`config.mk`:
```
export PLATFORM = sky130hd
export DESIGN_NAME = adc_capture_ctrl_flat
export DESIGN_NICKNAME = d
export VERILOG_FILES = /design/src/rtl/adc_capture_ctrl_if.sv /design/src/rtl/adc_capture_ctrl.sv /design/src/flat_wrapper.sv
export SDC_FILE = /design/constraint.sdc
export NUM_CORES = 1
export LEC_CHECK = 0
export BUFFER_PORTS_ARGS = -buffer_cell sky130_fd_sc_hd__buf_4
export CAP_MARGIN = 20
export CORE_ASPECT_RATIO = 1.1
export CORE_MARGIN = 2
export CORE_UTILIZATION = 25
export CTS_BUF_LIST = sky130_fd_sc_hd__clkbuf_8
export CTS_CLUSTER_DIAMETER = 200
export DETAILED_ROUTE_END_ITERATION = 12
export PLACE_DENSITY = 0.43
export SYNTH_ARGS = -nofsm -noshare
export SYNTH_HDL_FRONTEND = slang
export SYNTH_SLANG_ARGS = --single-unit
```
`constraint.sdc`:
```
create_clock -name sys_clk -period 2.2 [get_ports sys_clk]
set_input_delay 0.44 -clock sys_clk [delete_from_list [all_inputs] [get_ports sys_clk]]
set_output_delay 0.44 -clock sys_clk [all_outputs]
set_load 0.01 [all_outputs]
```
`src/rtl/adc_capture_ctrl_if.sv`:
```
// ADC capture controller bus bundle: ADC sample stream, CPU CSR
// control/status and the DPRAM write port, grouped into one interface.
// The slave modport is the controller side; the master modport is the
// side that drives samples and CSRs and observes status and writes.
interface adc_capture_ctrl_if #(
  parameter int DATA_W = 32,
  parameter int ADDR_W = 13,
  parameter int DEC_W  = 8
);
  logic [DATA_W-1:0] adc_sample_i;
  logic              adc_valid_i;
  logic              adc_trig_i;
  logic              csr_start_i;
  logic              csr_abort_i;
  logic              csr_mode_i;
  logic [DEC_W-1:0]  csr_decim_i;
  logic [ADDR_W-1:0] csr_post_i;
  logic              csr_busy_o;
  logic              csr_done_o;
  logic              csr_wrapped_o;
  logic [ADDR_W-1:0] csr_trig_addr_o;
  logic [ADDR_W:0]   csr_count_o;
  logic              adc_we_o;
  logic [DATA_W-1:0] adc_data_o;
  logic [ADDR_W-1:0] adc_addr_o;

  modport slave (
    input  adc_sample_i, adc_valid_i, adc_trig_i,
    input  csr_start_i, csr_abort_i, csr_mode_i, csr_decim_i, csr_post_i,
    output csr_busy_o, csr_done_o, csr_wrapped_o, csr_trig_addr_o, csr_count_o,
    output adc_we_o, adc_data_o, adc_addr_o
  );

  modport master (
    output adc_sample_i, adc_valid_i, adc_trig_i,
    output csr_start_i, csr_abort_i, csr_mode_i, csr_decim_i, csr_post_i,
    input  csr_busy_o, csr_done_o, csr_wrapped_o, csr_trig_addr_o, csr_count_o,
    input  adc_we_o, adc_data_o, adc_addr_o
  );
endinterface

```
`src/rtl/adc_capture_ctrl.sv`:
```
// ADC capture controller: writes qualified, decimated ADC samples into a
// window [BASE, BASE+DEPTH) of the DPRAM write port. Mode 0 fills the
// window once; mode 1 runs a ring until a trigger, then captures a
// programmable number of post-trigger samples. All outputs are registered.
module adc_capture_ctrl #(
  parameter int DATA_W = 32,
  parameter int ADDR_W = 13,
  parameter int BASE   = 2048,
  parameter int DEPTH  = 4096,
  parameter int DEC_W  = 8
) (
  input  logic              sys_clk,
  input  logic              sys_rst,
  adc_capture_ctrl_if.slave bus
);

  localparam logic [ADDR_W-1:0] BASE_A   = ADDR_W'(BASE);
  localparam logic [ADDR_W-1:0] LAST_A   = ADDR_W'(BASE + DEPTH - 1);
  localparam logic [ADDR_W-1:0] POST_MAX = ADDR_W'(DEPTH - 1);
  localparam logic [ADDR_W-1:0] ZERO_A   = {ADDR_W{1'b0}};
  localparam logic [ADDR_W-1:0] ONE_A    = ADDR_W'(1);
  localparam logic [ADDR_W:0]   DEPTH_C  = (ADDR_W + 1)'(DEPTH);
  localparam logic [ADDR_W:0]   ONE_C    = (ADDR_W + 1)'(1);
  localparam logic [DEC_W-1:0]  ZERO_D   = {DEC_W{1'b0}};
  localparam logic [DEC_W-1:0]  ONE_D    = DEC_W'(1);

  typedef enum logic [2:0] {
    ST_IDLE  = 3'd0,
    ST_FILL  = 3'd1,
    ST_ARMED = 3'd2,
    ST_POST  = 3'd3,
    ST_DONE  = 3'd4
  } state_t;

  state_t            state_r;
  state_t            state_nx_s;
  logic              capture_s;
  logic              accept_s;
  logic              trig_hit_s;
  logic              start_run_s;
  logic              wrap_s;
  logic [ADDR_W-1:0] post_clamp_s;

  logic [ADDR_W-1:0] wptr_r;
  logic [DEC_W-1:0]  decim_r;
  logic [DEC_W-1:0]  dcnt_r;
  logic [ADDR_W-1:0] post_left_r;
  logic              trig_pend_r;
  logic [ADDR_W-1:0] trig_addr_r;
  logic [ADDR_W:0]   count_r;
  logic              wrapped_r;
  logic              done_r;
  logic              busy_r;
  logic              we_r;
  logic [DATA_W-1:0] data_r;
  logic [ADDR_W-1:0] addr_r;

  assign bus.csr_busy_o      = busy_r;
  assign bus.csr_done_o      = done_r;
  assign bus.csr_wrapped_o   = wrapped_r;
  assign bus.csr_trig_addr_o = trig_addr_r;
  assign bus.csr_count_o     = count_r;
  assign bus.adc_we_o        = we_r;
  assign bus.adc_data_o      = data_r;
  assign bus.adc_addr_o      = addr_r;

  // Post-trigger length larger than the window would overwrite the trigger sample
  always_comb begin
    if (bus.csr_post_i > POST_MAX) begin
      post_clamp_s = POST_MAX;
    end else begin
      post_clamp_s = bus.csr_post_i;
    end
  end

  // State register
  always_ff @(posedge sys_clk) begin
    if (sys_rst) begin
      state_r <= ST_IDLE;
    end else begin
      state_r <= state_nx_s;
    end
  end

  // Next state, sample acceptance and trigger qualification; abort overrides all
  always_comb begin
    state_nx_s  = state_r;
    capture_s   = 1'b0;
    accept_s    = 1'b0;
    trig_hit_s  = 1'b0;
    start_run_s = 1'b0;
    wrap_s      = (wptr_r == LAST_A);
    if (bus.csr_abort_i) begin
      state_nx_s = ST_IDLE;
    end else begin
      case (state_r)
        ST_IDLE: begin
          if (bus.csr_start_i) begin
            start_run_s = 1'b1;
            state_nx_s  = bus.csr_mode_i ? ST_ARMED : ST_FILL;
          end else begin
            state_nx_s = ST_IDLE;
          end
        end
        ST_FILL: begin
          capture_s = 1'b1;
          accept_s  = bus.adc_valid_i && (dcnt_r == ZERO_D);
          if (accept_s && wrap_s) begin
            state_nx_s = ST_DONE;
          end else begin
            state_nx_s = ST_FILL;
          end
        end
        ST_ARMED: begin
          capture_s  = 1'b1;
          accept_s   = bus.adc_valid_i && (dcnt_r == ZERO_D);
          trig_hit_s = accept_s && (trig_pend_r || bus.adc_trig_i);
          if (trig_hit_s) begin
            state_nx_s = (post_left_r == ZERO_A) ? ST_DONE : ST_POST;
          end else begin
            state_nx_s = ST_ARMED;
          end
        end
        ST_POST: begin
          capture_s = 1'b1;
          accept_s  = bus.adc_valid_i && (dcnt_r == ZERO_D);
          if (accept_s && (post_left_r == ONE_A)) begin
            state_nx_s = ST_DONE;
          end else begin
            state_nx_s = ST_POST;
          end
        end
        ST_DONE: begin
          if (!bus.csr_start_i) begin
            state_nx_s = ST_IDLE;
          end else begin
            state_nx_s = ST_DONE;
          end
        end
        default: begin
          state_nx_s = ST_IDLE;
        end
      endcase
    end
  end

  // DPRAM write port: one registered pulse per accepted sample
  always_ff @(posedge sys_clk) begin
    if (sys_rst) begin
      we_r   <= 1'b0;
      data_r <= {DATA_W{1'b0}};
      addr_r <= BASE_A;
    end else begin
      we_r <= accept_s;
      if (accept_s) begin
        data_r <= bus.adc_sample_i;
        addr_r <= wptr_r;
      end
    end
  end

  // Window write pointer, wrapping inside the window rather than the address space
  always_ff @(posedge sys_clk) begin
    if (sys_rst) begin
      wptr_r <= BASE_A;
    end else if (start_run_s) begin
      wptr_r <= BASE_A;
    end else if (accept_s) begin
      wptr_r <= wrap_s ? BASE_A : (wptr_r + ONE_A);
    end
  end

  // Decimation: counter moves on valid samples only, accept when it reads zero
  always_ff @(posedge sys_clk) begin
    if (sys_rst) begin
      decim_r <= ZERO_D;
      dcnt_r  <= ZERO_D;
    end else if (start_run_s) begin
      decim_r <= bus.csr_decim_i;
      dcnt_r  <= ZERO_D;
    end else if (capture_s && bus.adc_valid_i) begin
      dcnt_r <= (dcnt_r == decim_r) ? ZERO_D : (dcnt_r + ONE_D);
    end
  end

  // Trigger latch, trigger address and remaining post-trigger samples
  always_ff @(posedge sys_clk) begin
    if (sys_rst) begin
      post_left_r <= ZERO_A;
      trig_pend_r <= 1'b0;
      trig_addr_r <= ZERO_A;
    end else if (start_run_s) begin
      post_left_r <= post_clamp_s;
      trig_pend_r <= 1'b0;
      trig_addr_r <= ZERO_A;
    end else begin
      if ((state_r == ST_ARMED) && capture_s && bus.adc_trig_i) begin
        trig_pend_r <= 1'b1;
      end
      if (trig_hit_s) begin
        trig_addr_r <= wptr_r;
      end
      if ((state_r == ST_POST) && accept_s) begin
        post_left_r <= post_left_r - ONE_A;
      end
    end
  end

  // Run status: saturating word count, ring wrap flag, sticky done, busy
  always_ff @(posedge sys_clk) begin
    if (sys_rst) begin
      count_r   <= {(ADDR_W + 1){1'b0}};
      wrapped_r <= 1'b0;
      done_r    <= 1'b0;
      busy_r    <= 1'b0;
    end else begin
      busy_r <= (state_nx_s == ST_FILL) || (state_nx_s == ST_ARMED) ||
                (state_nx_s == ST_POST);
      if (start_run_s) begin
        count_r   <= {(ADDR_W + 1){1'b0}};
        wrapped_r <= 1'b0;
        done_r    <= 1'b0;
      end else begin
        if (accept_s && (count_r != DEPTH_C)) begin
          count_r <= count_r + ONE_C;
        end
        if (accept_s && wrap_s && (state_r != ST_FILL)) begin
          wrapped_r <= 1'b1;
        end
        if (bus.csr_abort_i) begin
          done_r <= 1'b0;
        end else if (state_r == ST_DONE) begin
          done_r <= 1'b1;
        end
      end
    end
  end

endmodule

```
`src/flat_wrapper.sv`:
```
// flat-port wrapper written by rule: the top's interface ports become plain ports
module adc_capture_ctrl_flat 
#(
  parameter int DATA_W = 32,
  parameter int ADDR_W = 13,
  parameter int BASE   = 2048,
  parameter int DEPTH  = 4096,
  parameter int DEC_W  = 8
)
  (sys_clk, sys_rst, bus_adc_sample_i, bus_adc_valid_i, bus_adc_trig_i, bus_csr_start_i, bus_csr_abort_i, bus_csr_mode_i, bus_csr_decim_i, bus_csr_post_i, bus_csr_busy_o, bus_csr_done_o, bus_csr_wrapped_o, bus_csr_trig_addr_o, bus_csr_count_o, bus_adc_we_o, bus_adc_data_o, bus_adc_addr_o);
  adc_capture_ctrl_if #(.DATA_W(DATA_W), .ADDR_W(ADDR_W), .DEC_W(DEC_W)) bus_i ();
  input  logic sys_clk;
  input  logic sys_rst;
  input wire logic [$bits(bus_i.adc_sample_i)-1:0] bus_adc_sample_i;
  input wire logic [$bits(bus_i.adc_valid_i)-1:0] bus_adc_valid_i;
  input wire logic [$bits(bus_i.adc_trig_i)-1:0] bus_adc_trig_i;
  input wire logic [$bits(bus_i.csr_start_i)-1:0] bus_csr_start_i;
  input wire logic [$bits(bus_i.csr_abort_i)-1:0] bus_csr_abort_i;
  input wire logic [$bits(bus_i.csr_mode_i)-1:0] bus_csr_mode_i;
  input wire logic [$bits(bus_i.csr_decim_i)-1:0] bus_csr_decim_i;
  input wire logic [$bits(bus_i.csr_post_i)-1:0] bus_csr_post_i;
  output wire logic [$bits(bus_i.csr_busy_o)-1:0] bus_csr_busy_o;
  output wire logic [$bits(bus_i.csr_done_o)-1:0] bus_csr_done_o;
  output wire logic [$bits(bus_i.csr_wrapped_o)-1:0] bus_csr_wrapped_o;
  output wire logic [$bits(bus_i.csr_trig_addr_o)-1:0] bus_csr_trig_addr_o;
  output wire logic [$bits(bus_i.csr_count_o)-1:0] bus_csr_count_o;
  output wire logic [$bits(bus_i.adc_we_o)-1:0] bus_adc_we_o;
  output wire logic [$bits(bus_i.adc_data_o)-1:0] bus_adc_data_o;
  output wire logic [$bits(bus_i.adc_addr_o)-1:0] bus_adc_addr_o;
  assign bus_i.adc_sample_i = bus_adc_sample_i;
  assign bus_i.adc_valid_i = bus_adc_valid_i;
  assign bus_i.adc_trig_i = bus_adc_trig_i;
  assign bus_i.csr_start_i = bus_csr_start_i;
  assign bus_i.csr_abort_i = bus_csr_abort_i;
  assign bus_i.csr_mode_i = bus_csr_mode_i;
  assign bus_i.csr_decim_i = bus_csr_decim_i;
  assign bus_i.csr_post_i = bus_csr_post_i;
  assign bus_csr_busy_o = bus_i.csr_busy_o;
  assign bus_csr_done_o = bus_i.csr_done_o;
  assign bus_csr_wrapped_o = bus_i.csr_wrapped_o;
  assign bus_csr_trig_addr_o = bus_i.csr_trig_addr_o;
  assign bus_csr_count_o = bus_i.csr_count_o;
  assign bus_adc_we_o = bus_i.adc_we_o;
  assign bus_adc_data_o = bus_i.adc_data_o;
  assign bus_adc_addr_o = bus_i.adc_addr_o;
  adc_capture_ctrl #(.DATA_W(DATA_W), .ADDR_W(ADDR_W), .BASE(BASE), .DEPTH(DEPTH), .DEC_W(DEC_W)) u_core (.sys_clk(sys_clk), .sys_rst(sys_rst), .bus(bus_i));
endmodule
```
==> impl_metrics.csv, run 1 <==
group,metric,value,unit
run_status,status,"completed",
timing,fin_ws,0.1851,ns
critical_path,cp.required,2.52,ns
drt,drtIter0Drc,182,
hold_path,hold_class,"in -> reg",
finish,layout_commonest_cell,"buf_4",
critical_path,path_max_fanout,51,
finish,nNetsFinal,836,
clocking,htree_num_levels,4,
synth,yosysWarnings,0,
finish,layout_common_cells,"buf_4 (157), nand2_1 (127), dfxtp_1 (122)",
global_routing,grt_pass1_wl,23570,um
clocking,tritoncts,"built",
timing,finClkSkew,0.01054,ns
clocking,cts_made_buffers,17,
synth,syn_inst,627,
synth,synth-seq-cells,122,
die,start_util,25.47,%
timing,worstMarginPinSlew,0.6126,ns
clocking,cts.sinks,122,
die,rows,55,
finish,seq_area,2442,um2
synth,ys.flop_type,"dfxtp_1",
placement,placed_area,6611,um2
drt,wl_per_cell,14.38,um
drt,viasPerCell,4.590,
placement,pre_cts_slack,0.1926,ns
die,coreArea,20580,um2
synth,async_reset_ff_share,0,%
finish,multi_input_area,2592,um2
die,die_height,155.8,um
global_routing,track_usage,13.49,%
global_routing,overflow,0,
timing,report.final.hold_viol_count,0,
global_routing,grt_max_degree,56,
placement,gp_congestion,0.8165,
clocking,post_cts_resized,0,
critical_path,crit_type,"reg -> reg",
synth,syn-num-nets,695,
timing,setup-violations-final,0,
finish,final_area,7002,um2
drt,num_vias,4755,
critical_path,cp.arrival,2.33,ns
synth,synth-edff-count,0,
clocking,post_cts_buffers,0,
power,powerDensity,660.5,nW/um2
critical_path,regToRegEndpoint,"u_core.wptr_r[11]",
die,ios,136,
placement,place_hpwl,10870,um
synth,synth.avg_cell_area,8.357,um2
synth,synth.yosys.seq_area_share,46.61,%
drt,ant_nets,0,
drt,wl,14900,um
timing,period_minus_slack,2.015,ns
synth,synth_area,5240,um2
clocking,clockBufferDepth,2,
drt,drt-pass1-iter-count,4,
timing,rsz0062_at_grt,"false",
timing,slew_violations,0,
clocking,cts_hold_buffers,0,
finish,areaGrowthSynthToFinish,33.62,%
timing,maxSlewHeadroom,59.16,%
finish,n_fill_cell,2132,
critical_path,r2r_slack,0.19,ns
power,vdd_ir_drop_max,0.3296,mV
global_routing,grt_pass1_vias,4594,
critical_path,crit_start,"u_core.dcnt_r[2]",
critical_path,r2r_cells,6,
power,p_leak,2.759,nW
timing,fin_crit_sh,91.58,%
critical_path,endpoint,"u_core.wptr_r[11]",
synth,synth_cell_types,47,
timing,setup_tns,0,ns
finish,layout-drive-gt1-share,25.00,%
die,die-area,22140,um2
global_routing,antenna_found_initial,0,
die,die_x,142.0,um
critical_path,rr_startpoint,"u_core.dcnt_r[2]",
drt,drc,0,
clocking,path_clk_slew,0.07,ns
clocking,cts_root_buf,"clkbuf_8",
finish,antenna_cells,0,
placement,io_buffers,135,
clocking,clk_latency,0.43,ns
critical_path,end_kind,"flip-flop",
critical_path,startpoint_type,"flip-flop",
timing,fmax,0.4963,GHz
flow_run,cap_violations,0,
## metal layers
layer	vias up	track usage, %	routed length (um)
met2	98	22.68	7395
met4	0	3.524	102
met1	2221	17.00	6679
met5	-	0	0
met3	9	3.745	720
li1	2427	-	-
## stage by stage
step	instances	total power [W]	utilization (%)	hold slack [ns]
after floorplan	627	0.002511	-	0.4478
after CTS	1036	0.004725	34.03	0.2176
final	1036	0.004625	34.03	0.2571
after global placement	1005	0.002697	32.13	0.4429
after detailed placement	1005	0.002700	32.13	0.4478
after global routing	1036	0.004857	34.03	0.2243
## cells by family after synthesis
family                     after synthesis  synth area share, %
AOI/OAI and AO/OA                       96                10.32
xor gates and xnor gates                44                7.354
adders and majority gates                8                1.910
buffers and inverters                   47                3.940
DFF                                    122                46.61
muxes                                   16                3.104
and+or+nand+nor                        294                26.77
## cells in the mapped netlist (all sizes together), types with 6 or more instances
cell,n,share of area (%)
ha,8,1.9
xor2,33,5.5
o21ai,11,1.1
inv,10,0.72
nand3,14,1.3
and4,6,1.0
mux2i,14,2.7
nand4,22,2.6
nand2,128,9.2
clkbuf,25,1.8
buf,12,1.4
or3,6,0.72
xnor2,11,1.8
dfxtp,122,47
a211oi,8,1.1
a21oi,63,6.0
nor2,58,4.2
nor3,21,2.0
nor4,7,1.2
and3,7,0.84
## worst min path at each step
| stage | from | end | cells past startpoint |
|---|---|---|---|
| after floorplan | u_core.decim_r[2] | u_core.decim_r[2] | 2 |
| after global routing | bus_adc_sample_i[25] | u_core.bus.adc_data_o[25] | 3 |
| after CTS | bus_csr_decim_i[0] | u_core.decim_r[0] | 3 |
| after global placement | u_core.bus.adc_data_o[30] | u_core.bus.adc_data_o[30] | 2 |
| final | bus_csr_abort_i | u_core.bus.csr_done_o | 2 |
| after detailed placement | u_core.bus.adc_data_o[10] | u_core.bus.adc_data_o[10] | 2 |
## worst max-delay path, stage by stage, from the launching register on
cell	delay [ns]
dfxtp_1	0.40
nor4_4	0.47
and4_2	0.36
buf_12	0.24
and4_1	0.24
xnor2_1	0.11
nand2b_1	0.07
## state kept, by name, summed over array words and instances, names as in the netlist
signal / flops
u_core.bus.adc_we_o: 1
u_core.bus.csr_wrapped_o: 1
u_core.bus.csr_done_o: 1
u_core.decim_r: 8
u_core.bus.csr_trig_addr_o: 13
u_core.post_left_r: 13
u_core.bus.adc_addr_o: 13
u_core.trig_pend_r: 1
u_core.bus.csr_count_o: 14
u_core.wptr_r: 13
u_core.state_r: 3
u_core.bus.adc_data_o: 32
u_core.bus.csr_busy_o: 1
u_core.dcnt_r: 8
## where the power goes
| part | switching (W) | internal, W | leakage (nW) |
|---|---|---|---|
| Combinational | 0.000192 | 0.000173 | 1.56 |
| Sequential | 0.0000326 | 0.00225 | 0.987 |
| Clock | 0.000878 | 0.00110 | 0.207 |
| Total | 0.00110 | 0.00352 | 2.76 |
## area by class of cell
type	count	share of cell area [%]
clock inverters	10	1.447
repair buffers	159	17.41
inverters	10	0.5361
multi-input cells	458	37.03
flip-flops and latches	122	34.88
clock buffers	21	4.128
well taps	256	4.575
Power figures use the tool's default switching activity.
==> inputs of run 2 (changes only) <==
- CORE_UTILIZATION: 25 -> 49
- PLACE_DENSITY: 0.43 -> 0.76
- REMOVE_ABC_BUFFERS: unset -> 1
- SLEW_MARGIN: unset -> 15
==> impl_metrics.csv, run 2 (same netlist as run 1, synthesis figures left out) <==
group,metric,value,unit
placement,io_buffers,135,
die,die-area,11540,um2
clocking,path_clk_slew,0.07,ns
drt,wl_per_cell,13.94,um
timing,rsz0062_at_grt,"false",
timing,fmax,0.4925,GHz
timing,setup-violations-final,0,
placement,place_hpwl,9216,um
critical_path,path_max_fanout,22,
clocking,post_cts_resized,0,
critical_path,r2r_slack,0.17,ns
finish,largest_reg_flops,32,
clocking,cts_made_buffers,17,
power,total_power,0.004323,W
timing,worstMarginPinSlew,0.5633,ns
clocking,clk_latency,0.43,ns
critical_path,crit_start,"u_core.dcnt_r[2]",
clocking,post_cts_buffers,0,
global_routing,grt_max_degree,57,
finish,final_util,65.10,%
timing,slew_violations,0,
global_routing,grt_pass1_vias,4552,
finish,antenna_cells,0,
clocking,htree_num_levels,4,
die,die_x,102.6,um
drt,wl,12790,um
die,rows,39,
finish,final_cells,918,
critical_path,rr_startpoint,"u_core.dcnt_r[2]",
drt,drt-pass1-iter-count,5,
global_routing,antenna_found_initial,0,
drt,drc,0,
finish,layout-drive-gt1-share,24.65,%
timing,period_minus_slack,2.031,ns
hold_path,hold_class,"in -> reg",
critical_path,end_kind,"flip-flop",
power,vdd_ir_drop_max,0.3803,mV
critical_path,cp.required,2.52,ns
critical_path,crit_type,"reg -> reg",
placement,dp.cells,886,
finish,nNetsFinal,830,
critical_path,cp.arrival,2.35,ns
die,ios,136,
global_routing,overflow,0,
critical_path,startpoint_type,"flip-flop",
drt,num_vias,4875,
die,start_util,50.42,%
clocking,cts_hold_buffers,0,
finish,layout_common_cells,"buf_4 (150), nand2_1 (127), dfxtp_1 (121)",
clocking,cts_root_buf,"clkbuf_8",
timing,report.final.hold_viol_count,0,
timing,fin_crit_sh,92.30,%
finish,layout_commonest_cell,"buf_4",
timing,finClkSkew,0.007901,ns
power,p_leak,2.721,nW
flow_run,cap_violations,0,
die,die_height,112.5,um
run_status,status,"completed",
die,coreArea,10390,um2
timing,maxSlewHeadroom,62.45,%
hold_path,min-delay-start,"bus_csr_abort_i",
global_routing,track_usage,22.60,%
critical_path,r2r_cells,6,
power,powerDensity,638.9,nW/um2
clocking,tritoncts,"built",
clocking,clockBufferDepth,2,
global_routing,grt_pass1_wl,20960,um
drt,drtIter0Drc,214,
hold_path,holdPathStages,2,
placement,gp_congestion,0.9269,
critical_path,regToRegEndpoint,"u_core.wptr_r[11]",
drt,ant_nets,0,
clocking,cts.sinks,122,
hold_path,hold_end,"u_core.bus.csr_done_o",
finish,areaGrowthSynthToFinish,29.13,%
drt,viasPerCell,5.310,
-- run 2: cell count changes in the layout (fill, tap and decap cells not counted), sizes merged --
cell	change
buf	-6
bufinv	-1
clkinv	+5
inv	+2
clkinvlp	-1
clkbuf	-4
-- run 2: how the worst max path moves through the flow --
stage / depth (start not counted) / endpoint
after global placement: 7 / u_core.wptr_r[11]
final: 6 / u_core.wptr_r[11]
after floorplan: 7 / u_core.bus.csr_count_o[9]
after detailed placement: 7 / u_core.wptr_r[11]
after CTS: 7 / u_core.wptr_r[11]
after global routing: 5 / u_core.post_left_r[10]
-- run 2: final cells by class --
| type | instances | area, um2 |
|---|---|---|
| Multi-Input combinational cell | 458 | 2599 |
| Inverter | 10 | 37.54 |
| Timing Repair Buffer | 153 | 1177 |
| Clock inverter | 15 | 96.34 |
| Clock buffer | 17 | 234.0 |
| Fill cell | 919 | 3627 |
| Sequential cell | 122 | 2444 |
| Tap cell | 143 | 178.9 |
-- run 2: stage by stage --
step           setup slack (ns)  hold slack (ns)  instance area [um2]  TNS, ns
6_report                 0.1694           0.2336                 6766        0
5_1_grt                 0.04510           0.2340                 6766        0
4_1_cts                  0.1049           0.2093                 6755        0
3_5_place_dp             0.1163           0.4486                 6425        0
3_3_place_gp             0.2225           0.4426                 6425        0
2_1_floorplan           -0.8473           0.4418                 5071   -34.11
-- run 2: worst max-delay path, cell delays in order, from the launching register on --
cell and delay, ns:
dfxtp_1 0.40, nor4_4 0.47, and4_2 0.35, buf_4 0.27, and4_1 0.24, xnor2_1 0.11, nand2b_1 0.06
-- run 2: report_power, final --
part	internal, W	total, W	switching, W	leakage, nW
clock network	0.000851	0.00169	0.000843	0.194
logic	0.000167	0.000349	0.000182	1.54
registers	0.00225	0.00228	0.0000335	0.987
total	0.00326	0.00432	0.00106	2.72
-- run 2: layer usage --
metal	global-route usage (%)	routed length (um)	share of wire, %
met5	0	0	0
met4	9.244	280	2.2
met3	4.732	799	6.2
met2	36.82	6195	48
met1	28.91	5519	43
